[src/rtl/reg_file_pkg.sv]
// ---------------------------------------------------------------------------
// reg_file_pkg
//
// Purpose : Shared constants and helpers for the pipelined register file.
//           Holds the default geometry (WIDTH / DEPTH) and a clog2-style
//           address-width function. The register file and anything that
//           binds to it import this package so the geometry is defined once.
//
// Contents:
//   DEFAULT_WIDTH  - default data word width in bits
//   DEFAULT_DEPTH  - default number of registers
//   addr_width()   - number of address bits needed to index 'depth' entries
//                    (minimum 1, so a 2-entry file still gets a 1-bit address)
// ---------------------------------------------------------------------------
package reg_file_pkg;

    localparam int DEFAULT_WIDTH = 16;
    localparam int DEFAULT_DEPTH = 8;

    // Ceiling log2 written as a bounded loop so it elaborates the same way in
    // every tool. The result is clamped to at least one bit.
    function automatic int addr_width(input int depth);
        int w;
        w = 1;
        for (int i = 1; i < 31; i++) begin
            if ((1 << i) < depth) begin
                w = i + 1;
            end
        end
        return w;
    endfunction

endpackage

[src/rtl/reg_file_pipe_dfrl_n.sv]
// ---------------------------------------------------------------------------
// dfrl_n
//
// Purpose : WIDTH-bit storage register with synchronous active-high reset and
//           a load enable. One instance holds one register-file entry.
//
// Ports:
//   clk    in   1      rising-edge clock
//   reset  in   1      synchronous reset; clears q, overrides load
//   load   in   1      capture d on the next rising edge
//   d      in   WIDTH  data to capture
//   q      out  WIDTH  stored value
// ---------------------------------------------------------------------------
module dfrl_n #(
    parameter int WIDTH = 16
) (
    input  logic             clk,
    input  logic             reset,
    input  logic             load,
    input  logic [WIDTH-1:0] d,
    output logic [WIDTH-1:0] q
);

    always_ff @(posedge clk) begin
        if (reset) begin
            q <= '0;
        end else if (load) begin
            q <= d;
        end
    end

endmodule

[src/rtl/reg_file_pipe.sv]
// ---------------------------------------------------------------------------
// reg_file_pipe
//
// Purpose : DEPTH x WIDTH register file with one write port and two fully
//           independent registered read ports (A and B), write-first read
//           bypass, optional hard-wired zero register, and per-register
//           "written since last clear" dirty flags.
//
// Ports:
//   clk        in   1      rising-edge clock, all state changes here
//   reset      in   1      synchronous active-high reset; clears storage,
//                          dirty flags and both read outputs, and drops any
//                          write / read / clear request in the same cycle
//   wr         in   1      write enable
//   wr_addr    in   AW     write address
//   d_in       in   WIDTH  write data
//   rd_en_a    in   1      read request, port A
//   rd_addr_a  in   AW     read address, port A
//   rd_en_b    in   1      read request, port B
//   rd_addr_b  in   AW     read address, port B
//   d_out_a    out  WIDTH  registered read data, port A
//   d_out_b    out  WIDTH  registered read data, port B
//   vld_a      out  1      read data valid, port A
//   vld_b      out  1      read data valid, port B
//   clr_dirty  in   1      clear every dirty flag
//   dirty      out  DEPTH  bit i set = register i written since last clear
//
// Read handshake: there is no back-pressure. A read port sampled with
// rd_en_x=1 at edge N presents the data on d_out_x with vld_x=1 for exactly
// the cycle following edge N. When rd_en_x=0 at an edge, vld_x drops to 0
// and d_out_x keeps its previous value. Reads can be issued every cycle.
// ---------------------------------------------------------------------------
module reg_file_pipe
    import reg_file_pkg::*;
#(
    parameter int WIDTH    = DEFAULT_WIDTH,
    parameter int DEPTH    = DEFAULT_DEPTH,
    parameter int ZERO_REG = 0,
    localparam int AW      = addr_width(DEPTH)
) (
    input  logic             clk,
    input  logic             reset,
    input  logic             wr,
    input  logic [AW-1:0]    wr_addr,
    input  logic [WIDTH-1:0] d_in,
    input  logic             rd_en_a,
    input  logic [AW-1:0]    rd_addr_a,
    input  logic             rd_en_b,
    input  logic [AW-1:0]    rd_addr_b,
    output logic [WIDTH-1:0] d_out_a,
    output logic [WIDTH-1:0] d_out_b,
    output logic             vld_a,
    output logic             vld_b,
    input  logic             clr_dirty,
    output logic [DEPTH-1:0] dirty
);

    // -----------------------------------------------------------------------
    // Decode: one-hot write strobes and read selects, one bit per register.
    // Register 0 is masked out of every strobe when it is the zero register,
    // so a write to it is discarded, never marks it dirty, never bypasses,
    // and a read of it returns all zeros through the empty select.
    // -----------------------------------------------------------------------
    logic [WIDTH-1:0] regs [DEPTH];
    logic [DEPTH-1:0] load;
    logic [DEPTH-1:0] sel_a;
    logic [DEPTH-1:0] sel_b;

    genvar gi;
    generate
        for (gi = 0; gi < DEPTH; gi++) begin : g_entry
            localparam bit IS_ZERO = (ZERO_REG != 0) && (gi == 0);

            if (IS_ZERO) begin : g_zero
                assign load[gi]  = 1'b0;
                assign sel_a[gi] = 1'b0;
                assign sel_b[gi] = 1'b0;
            end else begin : g_normal
                assign load[gi]  = wr && (wr_addr == AW'(gi));
                assign sel_a[gi] = (rd_addr_a == AW'(gi));
                assign sel_b[gi] = (rd_addr_b == AW'(gi));
            end

            dfrl_n #(
                .WIDTH (WIDTH)
            ) u_reg (
                .clk   (clk),
                .reset (reset),
                .load  (load[gi]),
                .d     (d_in),
                .q     (regs[gi])
            );

            // Set wins over clear: a write landing in the same cycle as
            // clr_dirty leaves its own flag at 1.
            always_ff @(posedge clk) begin
                if (reset) begin
                    dirty[gi] <= 1'b0;
                end else begin
                    dirty[gi] <= load[gi] | (dirty[gi] & ~clr_dirty);
                end
            end
        end
    endgenerate

    // -----------------------------------------------------------------------
    // Read select: AND-OR mux over the one-hot selects. A write to the same
    // entry in the same cycle is forwarded (write-first), which is exactly
    // "load[i] & sel[i]" since both are already zero-register masked.
    // -----------------------------------------------------------------------
    logic [WIDTH-1:0] rd_data_a;
    logic [WIDTH-1:0] rd_data_b;
    logic             bypass_a;
    logic             bypass_b;

    always_comb begin
        rd_data_a = '0;
        rd_data_b = '0;
        for (int i = 0; i < DEPTH; i++) begin
            rd_data_a = rd_data_a | ({WIDTH{sel_a[i]}} & regs[i]);
            rd_data_b = rd_data_b | ({WIDTH{sel_b[i]}} & regs[i]);
        end
    end

    assign bypass_a = |(load & sel_a);
    assign bypass_b = |(load & sel_b);

    // -----------------------------------------------------------------------
    // Registered read outputs. Data only updates on a request so the last
    // value is held while a port is idle.
    // -----------------------------------------------------------------------
    always_ff @(posedge clk) begin
        if (reset) begin
            d_out_a <= '0;
            d_out_b <= '0;
            vld_a   <= 1'b0;
            vld_b   <= 1'b0;
        end else begin
            vld_a <= rd_en_a;
            vld_b <= rd_en_b;
            if (rd_en_a) begin
                d_out_a <= bypass_a ? d_in : rd_data_a;
            end
            if (rd_en_b) begin
                d_out_b <= bypass_b ? d_in : rd_data_b;
            end
        end
    end

endmodule
[config.mk]
export PLATFORM = sky130hd
export DESIGN_NAME = reg_file_pipe
export DESIGN_NICKNAME = d
export VERILOG_FILES = /design/src/rtl/reg_file_pkg.sv /design/src/rtl/reg_file_pipe_dfrl_n.sv /design/src/rtl/reg_file_pipe.sv
export SDC_FILE = /design/constraint.sdc
export NUM_CORES = 1
export LEC_CHECK = 0
export BUFFER_PORTS_ARGS = -buffer_cell sky130_fd_sc_hd__buf_2
export CORE_MARGIN = 2
export CORE_UTILIZATION = 54
export DETAILED_ROUTE_END_ITERATION = 10
export GPL_TIMING_DRIVEN = 0
export PLACE_DENSITY = 0.87
export SKIP_CTS_REPAIR_TIMING = 1
export SLEW_MARGIN = 20
export SYNTH_ARGS = -nofsm -noshare
export SYNTH_HDL_FRONTEND = slang
export SYNTH_HIERARCHICAL = 1
export SYNTH_SLANG_ARGS = --single-unit
[constraint.sdc]
create_clock -name clk -period 1.3 [get_ports clk]
set_input_delay 0.13 -clock clk [delete_from_list [all_inputs] [get_ports clk]]
set_output_delay 0.13 -clock clk [all_outputs]
set_load 0.02 [all_outputs]
==> flow_results.org <==
** Min path
- In this run the most critical hold path is launched from d_in[12].
- The tightest min-delay check is of the primary input to flip-flop type.
- Along the worst hold path, the cell count comes to 3.
- For hold timing, the worst endpoint is g_entry[2].u_reg/q[12].

** Synthesis
- Post-synthesis net count :: roughly 900
- In this run, synthesis inferred 0 flip-flops with an integrated enable.
- Mean instance size in the synthesized netlist :: 10.1 um^2
- Counting distinct cell types in the post-synthesis netlist gives 42.
- Portion of synthesized cell area occupied by the leading cell type :: between 30% and 40%
- The most used flip-flop cell after synthesis is sky130_fd_sc_hd__dfxtp_1.
- Sorting the synthesized cells by area gives the leading types as sky130_fd_sc_hd__dfxtp_1 39%, sky130_fd_sc_hd__mux2i_1 19%, sky130_fd_sc_hd__mux4_2 8.5%.
- Synthesis produced a netlist whose cell count is just under 900.
- Seq cells post-synth :: between 150 and 200
- In this run the cell area of the synthesized design comes to just under 0.009 mm^2.
- Summed over all instances, the cell type with the most area after synthesis is sky130_fd_sc_hd__dfxtp_1.
- Counting flops with an async set or reset pin after synthesis yields a share of 0%.
- Count of warnings emitted by yosys :: 6
- Part of the Yosys area used for sequential elements :: around 40%

** Die
- The floorplan step set the die width to around 130 um.
- Number of ports placed on the die boundary :: 73
- DIE HEIGHT :: 131 um
- The initial utilization of the core area, before any placement, comes to 55.1%.
- The floorplan step defined a core boundary enclosing roughly 0.016 mm^2.
- Number of placement rows :: 46
- Area of the die :: 0.0173 mm^2

** Route
- Initial drt markers :: between 1000 and 1500
- After detailed routing, the wire length on met1 is ~11000 um.
- Routed signal wires occupy layers up through met4.
- Average via count per standard cell :: about 6.7
- DRC violation count after routing :: 0
- Met2 wire len :: around 13000 um
- Post-DR wirelength/cell :: between 20 and 30 um
- Detailed routing placed a total of 3880 um of wire on met3.
- Wires add up to between 20000 and 30000 um.
- Via Count :: between 7000 and 8000
- Once detail routing completed, the nets flagged for antenna violations numbered 0.
- The pre-antenna-repair detailed-routing pass consisted of 7 iterations.

** Clock network
- Clock-pin slew on the worst setup and hold paths :: about 70 ps
- The H-tree was split into 4 levels.
- In this run the deepest clock path goes through 2 buffers.
- The cell sitting at the root of the clock tree is a sky130_fd_sc_hd__clkbuf_16.
- CTS Buf Count :: 17
- Clock tree from TritonCTS :: built
- Skew-Pair Late Insertion Delay :: 450 ps
- TritonCTS sink count :: 170

** Setup path
- Critical Path, Cell by Cell :: mux4_2, nor2_4, o211a_1, nor3_1
- In this run the worst path has a maximum fanout of 3.
- Setup slack on the worst reg-to-reg path comes out at -30 ps.
- STA classifies the critical path startpoint as a flip-flop.
- Crit Reg-Reg Endpoint :: d_out_a[15]
- Delay contributed by the slowest stage of the critical path :: roughly 500 ps
- Endpoint kind of the worst setup timing path :: flip-flop
- For the worst setup path, the data arrival time is ~1600 ps.
- Endpoint required time on the critical path :: 1610 ps
- Worst R2R Path Depth :: 4
- CP Class :: flip-flop to flip-flop
- The largest individual stage delay along the critical path comes from the cell sky130_fd_sc_hd__mux4_2.
- In this run the worst setup path begins at g_entry[4].u_reg/q[15].
- In this run the critical register-to-register path is launched from g_entry[4].u_reg/q[15].

** Timing
- Setup violations remaining at the end of the flow were counted as 4.
- After layout, the worst setup slack is -32.2 ps.
- Worst slew margin relative to its limit :: 58.3%
- For the pin with the worst max-slew slack, the measured transition is between 600 and 700 ps.
- After layout, the minimum clock period comes to between 1000 and 1500 ps.
- The final hold violation count came to 0.
- Fmax :: roughly 750 MHz
- Setup repair after global routing could not meet its margin everywhere.
- The number of pins with negative max-slew slack in the final report is 0.
- Final setup skew :: approximately 7.9 ps
- Final cycle utilization of the critical path :: 102%

** GRT
- Antenna violations before repair :: 1
- First-pass GRT wire length :: between 40000 and 50000 um
- Leftover overflow at the end of global routing :: 0
- Global routing used 33.8% of the available tracks across all layers.
- The via count of the first global-routing pass is approximately 7700.
- Entering global routing, the biggest net connects 17 pins.

** Layout
- Fraction of final layout cells sized beyond drive strength 1 :: between 30% and 40%
- The filler cells instantiated in the layout total 1245.
- Final instance area :: roughly 0.01 mm^2
- 0 antenna diodes ended up in the layout.
- Area added between synthesis and finish :: 15.9%
- The finished layout holds ~1200 standard cells, fillers aside.
- After the last flow step, the layout net total stands at a little under 1000.

** Placement
- After legalization and detailed placement, the total HPWL measured about 19000 um.
- Final GP Congestion :: approximately 0.99
- Cell area reported after detailed placement :: ~0.0094 mm^2
- In this run the tool buffered the top-level ports with 64 buffer cells.
- Counting tap cells, the placed design contains a total of around 1100 instances.

** Status
- Run status :: finished, violations left
- Violations in the final reports :: setup timing

** Power and ir drop
- Power Dens Cells :: 1190 mW/mm^2
- The completed layout was analyzed and its total power is approximately 12 mW.
- Largest voltage drop on the vdd net :: 1130 uV
- Static leakage :: 3.75 nW

** Run
- Maximum capacitance violations :: 0
-- how the worst max path moves through the flow --
stage,endpoint,cells past startpoint
6_report,d_out_a[15],4
5_1_grt,d_out_a[10],4
4_1_cts,d_out_b[10],6
3_5_place_dp,d_out_b[10],6
3_3_place_gp,d_out_b[10],6
2_1_floorplan,d_out_a[1],6
-- cells in the final DEF, fill, tap and decap left out, types with 9 or more instances in the layout --
cell type,count
sky130_fd_sc_hd__buf_6,14
sky130_fd_sc_hd__mux2_2,10
sky130_fd_sc_hd__o211a_1,21
sky130_fd_sc_hd__o21ai_0,19
sky130_fd_sc_hd__mux2i_1,164
sky130_fd_sc_hd__dfxtp_2,65
sky130_fd_sc_hd__buf_2,85
sky130_fd_sc_hd__clkbuf_2,9
sky130_fd_sc_hd__dfxtp_1,104
sky130_fd_sc_hd__o21ai_1,16
sky130_fd_sc_hd__a22oi_1,25
sky130_fd_sc_hd__nor2_1,155
sky130_fd_sc_hd__clkbuf_16,17
sky130_fd_sc_hd__buf_1,9
sky130_fd_sc_hd__buf_12,10
sky130_fd_sc_hd__mux4_2,33
sky130_fd_sc_hd__nand2_1,48
sky130_fd_sc_hd__nand2b_1,25
-- critical path: cells and delay by family (launching register included) --
family | cells | cell delay, ps
multiplexers | 1 | 500
flip-flops | 1 | 330
AND/OR/NAND/NOR | 2 | 190
AO/OA/AOI/OAI | 1 | 170
-- registers in the layout, summed over array words and instances, names as in the netlist --
register and count:
vld_a 1, g_entry.u_reg/q 128, dirty 8, d_out_b 16, d_out_a 16, vld_b 1
-- kinds of logic (layout without fill, tap and decap cells) --
family / Yosys count / in the layout / synth area share (%)
xor gates and xnor gates: 6 / 6 / 0.600
AOI/OAI and AO/OA: 129 / 129 / 10.7
DFF: 170 / 170 / 38.9
muxes: 211 / 211 / 29.0
buffers and inverters: 84 / 181 / 7.63
and+or+nand+nor: 266 / 266 / 13.2
-- Yosys cell counts (2+ instances only) --
master                     number
sky130_fd_sc_hd__xnor2_1        6
sky130_fd_sc_hd__o311a_1        5
sky130_fd_sc_hd__dfxtp_1      170
sky130_fd_sc_hd__nand4_1        2
sky130_fd_sc_hd__o211a_1       21
sky130_fd_sc_hd__mux4_2        33
sky130_fd_sc_hd__mux2i_1      168
sky130_fd_sc_hd__a22oi_1       25
sky130_fd_sc_hd__o21ai_1       17
sky130_fd_sc_hd__a31oi_1        2
sky130_fd_sc_hd__nand2_1       48
sky130_fd_sc_hd__and4_1         2
sky130_fd_sc_hd__buf_1         10
sky130_fd_sc_hd__nand3b_1       5
sky130_fd_sc_hd__nor3b_2        2
sky130_fd_sc_hd__buf_2         27
sky130_fd_sc_hd__o211ai_1       7
sky130_fd_sc_hd__buf_6         13
sky130_fd_sc_hd__nor2_1       162
sky130_fd_sc_hd__o221ai_1       3
sky130_fd_sc_hd__buf_12        10
sky130_fd_sc_hd__o22ai_1        6
sky130_fd_sc_hd__nor2b_1        9
sky130_fd_sc_hd__buf_8          5
sky130_fd_sc_hd__a21o_1         4
sky130_fd_sc_hd__inv_1          3
sky130_fd_sc_hd__clkbuf_1      14
sky130_fd_sc_hd__mux2_2        10
sky130_fd_sc_hd__a21oi_1        6
sky130_fd_sc_hd__nor3_1         7
sky130_fd_sc_hd__nand2b_1      25
sky130_fd_sc_hd__a221oi_1      11
sky130_fd_sc_hd__o21ai_0       19
-- power by group --
group	switching, mW	internal (mW)	leakage [nW]
logic	0.975	0.578	2.06
clock network	2.26	2.83	0.277
registers	0.110	5.35	1.41
-- metrics by stage --
stage	util, %	worst slack (ps)	setup TNS (ps)	hold slack, ps
2_1_floorplan	-	3.76	0	277
4_1_cts	62.6	-264	-1740	76.7
6_report	63.9	-32.2	-107	71.2
5_1_grt	63.9	-61.0	-210	88.4
3_5_place_dp	58.9	-698	-29990	439
3_3_place_gp	58.9	-718	-27750	435
-- metal layers --
metal	global-route usage, %	up-vias
met5	0	-
met4	21.8	0
met3	9.72	196
met2	52.0	721
met1	41.7	3689
li1	-	3274
-- area by class of cell --
class	count	area [um^2]	area share, %
Multi-Input combinational cell	612	4790	47.2
Clock inverter	14	146	1.44
Clock buffer	18	429	4.23
Inverter	5	21.3	0.210
Sequential cell	170	3490	34.4
Buffer	79	677	6.67
Timing Repair Buffer	65	328	3.23
Tap cell	216	270	2.66
(Power assumes the default switching activity.)
